File: src/rtl/puf_tune_ctrl.sv
// puf_tune_ctrl: challenge generator and closed-loop tuner for an arbiter PUF.
// For each evaluation it applies N_EVAL pseudo-random challenges from a Galois
// LFSR and counts the ones in the synchronized response. It then binary-searches
// tune_level until the ones count is within TOL of N_EVAL/2.
//
// Ports:
//   clk         system clock, also the PUF launch clock
//   rst_n       asynchronous active-low reset
//   start       one-cycle calibration request (ignored unless idle)
//   response    raw arbiter output, asynchronous to clk
//   challenge_d current challenge to the PUF
//   tune_level  current tune code to the PUF
//   busy        high from accepted start until done
//   done        one-cycle pulse at end of calibration
//   locked      calibration succeeded (held until next start)
//   fail        calibration exhausted its steps (held until next start)
//   ones_count  ones count of the last completed evaluation
module puf_tune_ctrl #(
  parameter int              N_CB     = 64,
  parameter int              K        = 5,
  parameter int              LOG_EVAL = 8,
  parameter int              SETTLE   = 4,
  parameter int              TOL      = 16,
  parameter logic [N_CB-1:0] SEED     = 64'h0123456789ABCDEF,
  parameter logic [N_CB-1:0] TAPS     = 64'hD800000000000000
) (
  input  logic                clk,
  input  logic                rst_n,
  input  logic                start,
  input  logic                response,
  output logic [N_CB-1:0]     challenge_d,
  output logic [K-1:0]        tune_level,
  output logic                busy,
  output logic                done,
  output logic                locked,
  output logic                fail,
  output logic [LOG_EVAL:0]   ones_count
);

  localparam int SW = $clog2(SETTLE + 1);
  localparam logic [SW-1:0]     SETTLE_LAST = SW'(SETTLE - 1);
  localparam logic [LOG_EVAL:0] HALF        = (LOG_EVAL+1)'(1 << (LOG_EVAL - 1));
  localparam logic [K-1:0]      TUNE_MID    = K'(1 << (K - 1));
  localparam logic [K-1:0]      STEP_INIT   = K'(1 << (K - 2));

  typedef enum logic [2:0] {IDLE, HOLD, SAMPLE, EVAL, ADJUST, FIN} state_t;

  state_t              state;
  logic                resp_p0;
  logic                resp_s;
  logic [K-1:0]        step;
  logic [LOG_EVAL:0]   acc;
  logic [LOG_EVAL-1:0] idx;
  logic [SW-1:0]       settle;

  function automatic logic [N_CB-1:0] lfsr_next(input logic [N_CB-1:0] s);
    return s[0] ? ((s >> 1) ^ TAPS) : (s >> 1);
  endfunction

  // Move the tune code by +/-stp, clamping to the code range.
  function automatic logic [K-1:0] sat_tune(input logic [K-1:0] lvl,
                                            input logic [K-1:0] stp,
                                            input logic         up);
    logic signed [K+1:0] s;
    s = $signed({2'b00, lvl});
    if (up) s = s + $signed({2'b00, stp});
    else    s = s - $signed({2'b00, stp});
    if (s < 0)                            return '0;
    if (s > $signed({2'b00, {K{1'b1}}}))  return '1;
    return s[K-1:0];
  endfunction

  // True when |a - N_EVAL/2| <= TOL.
  function automatic logic bias_ok(input logic [LOG_EVAL:0] a);
    logic signed [LOG_EVAL+2:0] d;
    d = $signed({2'b00, a}) - $signed({2'b00, HALF});
    if (d < 0) d = -d;
    return d <= $signed((LOG_EVAL+3)'(TOL));
  endfunction

  // Response synchronizer: resp_p0 -> resp_s
  always_ff @(posedge clk or negedge rst_n) begin
    if (!rst_n) begin
      resp_p0 <= 1'b0;
      resp_s  <= 1'b0;
    end else begin
      resp_p0 <= response;
      resp_s  <= resp_p0;
    end
  end

  always_ff @(posedge clk or negedge rst_n) begin
    if (!rst_n) begin
      state       <= IDLE;
      challenge_d <= SEED;
      tune_level  <= TUNE_MID;
      step        <= '0;
      acc         <= '0;
      idx         <= '0;
      settle      <= '0;
      busy        <= 1'b0;
      done        <= 1'b0;
      locked      <= 1'b0;
      fail        <= 1'b0;
      ones_count  <= '0;
    end else begin
      done <= 1'b0;
      case (state)
        IDLE: begin
          if (start) begin
            locked      <= 1'b0;
            fail        <= 1'b0;
            ones_count  <= '0;
            challenge_d <= SEED;
            tune_level  <= TUNE_MID;
            step        <= STEP_INIT;
            acc         <= '0;
            idx         <= '0;
            settle      <= '0;
            busy        <= 1'b1;
            state       <= HOLD;
          end
        end
        HOLD: begin
          if (settle == SETTLE_LAST) begin
            settle <= '0;
            state  <= SAMPLE;
          end else begin
            settle <= settle + 1'b1;
          end
        end
        SAMPLE: begin
          acc         <= acc + (LOG_EVAL+1)'(resp_s);
          challenge_d <= lfsr_next(challenge_d);
          idx         <= idx + 1'b1;
          state       <= (idx == '1) ? EVAL : HOLD;
        end
        EVAL: begin
          ones_count <= acc;
          if (bias_ok(acc)) begin
            locked <= 1'b1;
            state  <= FIN;
          end else if (step == '0) begin
            fail  <= 1'b1;
            state <= FIN;
          end else begin
            state <= ADJUST;
          end
        end
        ADJUST: begin
          // Too many ones raises the code, too few lowers it.
          if (acc > HALF)      tune_level <= sat_tune(tune_level, step, 1'b1);
          else if (acc < HALF) tune_level <= sat_tune(tune_level, step, 1'b0);
          step  <= step >> 1;
          acc   <= '0;
          idx   <= '0;
          state <= HOLD;
        end
        FIN: begin
          done  <= 1'b1;
          busy  <= 1'b0;
          state <= IDLE;
        end
        default: state <= IDLE;
      endcase
    end
  end

endmodule
File: config.mk
export PLATFORM = sky130hd
export DESIGN_NAME = puf_tune_ctrl
export DESIGN_NICKNAME = d
export VERILOG_FILES = /design/src/rtl/puf_tune_ctrl.sv
export SDC_FILE = /design/constraint.sdc
export NUM_CORES = 1
export LEC_CHECK = 0
export BUFFER_PORTS_ARGS = -buffer_cell sky130_fd_sc_hd__buf_2
export CORE_UTILIZATION = 55
export CTS_CLUSTER_SIZE = 28
export DETAILED_ROUTE_END_ITERATION = 8
export GPL_TIMING_DRIVEN = 0
export PLACE_DENSITY = 0.8
export REMOVE_ABC_BUFFERS = 1
export SYNTH_ARGS = -nofsm -noshare
export SYNTH_HDL_FRONTEND = slang
export SYNTH_SLANG_ARGS = --single-unit
File: constraint.sdc
create_clock -name clk -period 4.2 [get_ports clk]
set_clock_uncertainty 0.2 [all_clocks]
set_input_delay 1.26 -clock clk [delete_from_list [all_inputs] [get_ports clk]]
set_output_delay 1.26 -clock clk [all_outputs]
set_load 0.01 [all_outputs]
==> key figures <==
Floorplanning
  – Die Width: 97.48 um
  – Die area: 9501 sq um
  – Row count: 34
  – Die Span Y: 97.48 um
  – Initial core utilization: 0.5721
  – Core box area: 8763 sq um
  – # IOs: 86

Critical path
  – Arrival @ worst endpoint: 1.15 ns
  – Worst r2r dst: tune_level[3]
  – Critical-path top delay cell: dfstp_2
  – Critical path class: flip-flop to output port
  – Crit path required time: 2.74 ns
  – R2r setup slk: 1.76 ns
  – Critical R2R Launch: step[1]
  – Buf/Inv on CP: 1
  – Stages on worst setup path: 1
  – Reg2reg path depth: 7
  – CP delay by family, top: flip-flops
  – Slowest Stage Delay on Critical Path: 0.62 ns
  – CP Capture Type: output port
  – CP cell instances: buf_2
  – CP startpoint kind: flip-flop
  – Maximum fanout along the worst path: 6

GRT
  – Gr usage total: 0.2321
  – Total gr overflow: 0
  – Initial antenna violation count: 0
  – First-pass GRT wire length: 17820 um
  – Vias in the first global route: 3645
  – Largest net degree at the start of global routing: 65

Logic synthesis
  – Top cells by area, synth: dfrtp_1 39%, dfstp_2 17%, a22o_1 7.0%
  – Total of warnings raised by yosys: 0
  – #FFs+latches synth: 111
  – Register area share after synthesis: 0.5623
  – Main synth FF type: dfrtp_1
  – Synth top area share: 0.3893
  – Synth cell types: 55
  – Ys async rst share: 1.000
  – Mapped Cells: 475
  – Post-synth EDFFs: 0
  – Syn Area/Cell: 10.55 sq um
  – Area leader, netlist: dfrtp_1
  – Synth Cell Area: 5014 sq um

CTS
  – Post_cts resized: 0
  – Post-CTS Setup Inserts: 0
  – Clock Latency Late Sink: 0.38 ns
  – H-tree depth: 3
  – TritonCTS Sinks: 111
  – Clk slew on worst S/H paths: 0.12 ns
  – Total CTS buffers: 9
  – Root Buffer: clkbuf_8
  – Clk buf depth: 2
  – Hold Buf Count CTS: 0
  – CTS tree: done

Timing
  – Final min period: 2.611 ns
  – Final setup viols: 0
  – WHS: 0.1565 ns
  – Hold Fails Final Rpt: 0
  – Fmax: 0.3830 GHz
  – Worst slew pin tran: 1.238 ns
  – Fin crit share: 0.6217
  – Final WS setup: 1.589 ns
  – Slew Limit Fails: 0
  – RSZ-0062 raised after global routing: no
  – Worst rel slew slack: 0.1727

Final layout
  – Commonest non-fill, non-tap cell in the layout: nand2_1
  – Area occupied by multi-input gates: 2017 sq um
  – Antenna cells: 0
  – Area delta synth->final: 14.55%
  – Nets: 569
  – Sequential Area: 2819 sq um
  – Fin util: 0.6553
  – FILL cells: 699
  – Layout cells sized above 1: 0.2694
  – Most frequent cells in the layout: 90 x nand2_1, 84 x buf_2, 78 x dfrtp_1

Placement
  – Port Buf Inserts: 85
  – Final Wtd Congestion: 0.8415
  – Hpwl dp: 7213 um
  – Dpl ws: 1.286 ns

Worst hold path
  – Worst hold path type: flip-flop to flip-flop
  – Hold depth: 0
  – HP Start: resp_p0
  – Worst Hold Endpoint: resp_s

Status
  – Outcome: complete, no violations

Power
  – Sw Ratio: 0.3775
  – Internal: 2.121 mW
  – Cell Pwr Density: 593.2 nW/um^2
  – Clk pwr share: 0.181
  – Switching pwr: 1.286 mW
  – Pleak: 2.859 nW
  – Combinational Power Share: 0.354
  – Worst vdd ir: 0.0003029 V
  – Seq pwr share: 0.465

Detailed routing
  – WL final: 10460 um
  – Via count: 3798
  – Initial DRT Pass Iterations: 4
  – DR iter-0 viols: 218
  – Post-route DRC: 0
  – Detail Route Antenna Nets: 0
  – Vias/cell: 5.746
  – Avg WL per Cell: 15.82 um

Job
  – Max-cap viol count: 0
[state kept, by name (all words and copies together) (netlist names)]
register	count
challenge_d	64
acc	9
resp_s	1
resp_p0	1
fail	1
state	3
step	4
done	1
ones_count	9
locked	1
tune_level	5
idx	8
settle	3
busy	1
[per-stage QoR]
stage | area (sq um) | TNS, ns | total power [mW] | instances
2_1_floorplan | 4888 | 0 | 2.333 | 448
5_1_grt | 5743 | 0 | 3.640 | 661
3_3_place_gp | 5449 | -5.092 | 2.710 | 641
3_5_place_dp | 5558 | 0 | 2.816 | 645
6_report | 5743 | 0 | 3.407 | 661
4_1_cts | 5743 | 0 | 3.432 | 661
[power by group through the flow]
| stage | clock network [mW] | logic [mW] | registers, mW |
|---|---|---|---|
| 6_report | 0.617 | 1.21 | 1.58 |
| 5_1_grt | 0.673 | 1.34 | 1.63 |
| 4_1_cts | 0.630 | 1.22 | 1.58 |
| 3_5_place_dp | 0 | 1.22 | 1.60 |
| 3_3_place_gp | 0 | 1.12 | 1.59 |
| 2_1_floorplan | 0 | 0.670 | 1.66 |
[cells by family (layout without fill, tap and decap cells)]
family,after synthesis,after routing,share of synthesized area
buffers and inverters,42,120,0.03618
adders and majority gates,17,17,0.04542
xor gates and xnor gates,18,18,0.03145
muxes,3,3,0.006987
DFF,111,111,0.5623
AOI/OAI and AO/OA,91,91,0.1385
and+or+nand+nor,193,193,0.1792
[how the worst max path moves through the flow]
stage,from,end
2_1_floorplan,state[2],challenge_d[12]
3_3_place_gp,state[2],challenge_d[35]
3_5_place_dp,start,tune_level[2]
4_1_cts,challenge_d[0],challenge_d[0]
5_1_grt,start,idx[7]
6_report,challenge_d[0],challenge_d[0]
[routing by layer]
layer | routed length [um] | GRT usage | vias up
met3 | 342 | 0.03381 | 21
met1 | 4731 | 0.3286 | 1887
met4 | 216 | 0.08032 | 0
met2 | 5165 | 0.3690 | 93
met5 | 0 | 0 | -
li1 | - | - | 1797
[cell usage after synthesis, drive strengths merged (3+ instances only)]
cell	instances
nand2	90
dfrtp	78
a22o	41
nand3	35
dfstp	33
nor2	26
o21ai	19
buf	15
ha	15
inv	15
clkbuf	12
xnor2	9
xor2	9
a21oi	7
nor2b	7
nand4	6
nor3	5
o22ai	5
or3	5
and3	4
a32o	3
nor4	3
[layout make-up]
class	instances	area share
flip-flops and latches	111	0.4908
multi-input cells	322	0.3512
repair buffers	89	0.09237
well taps	108	0.02353
clock buffers	10	0.02222
clock inverters	6	0.01002
inverters	15	0.009804
Power figures use the tool's default switching activity.
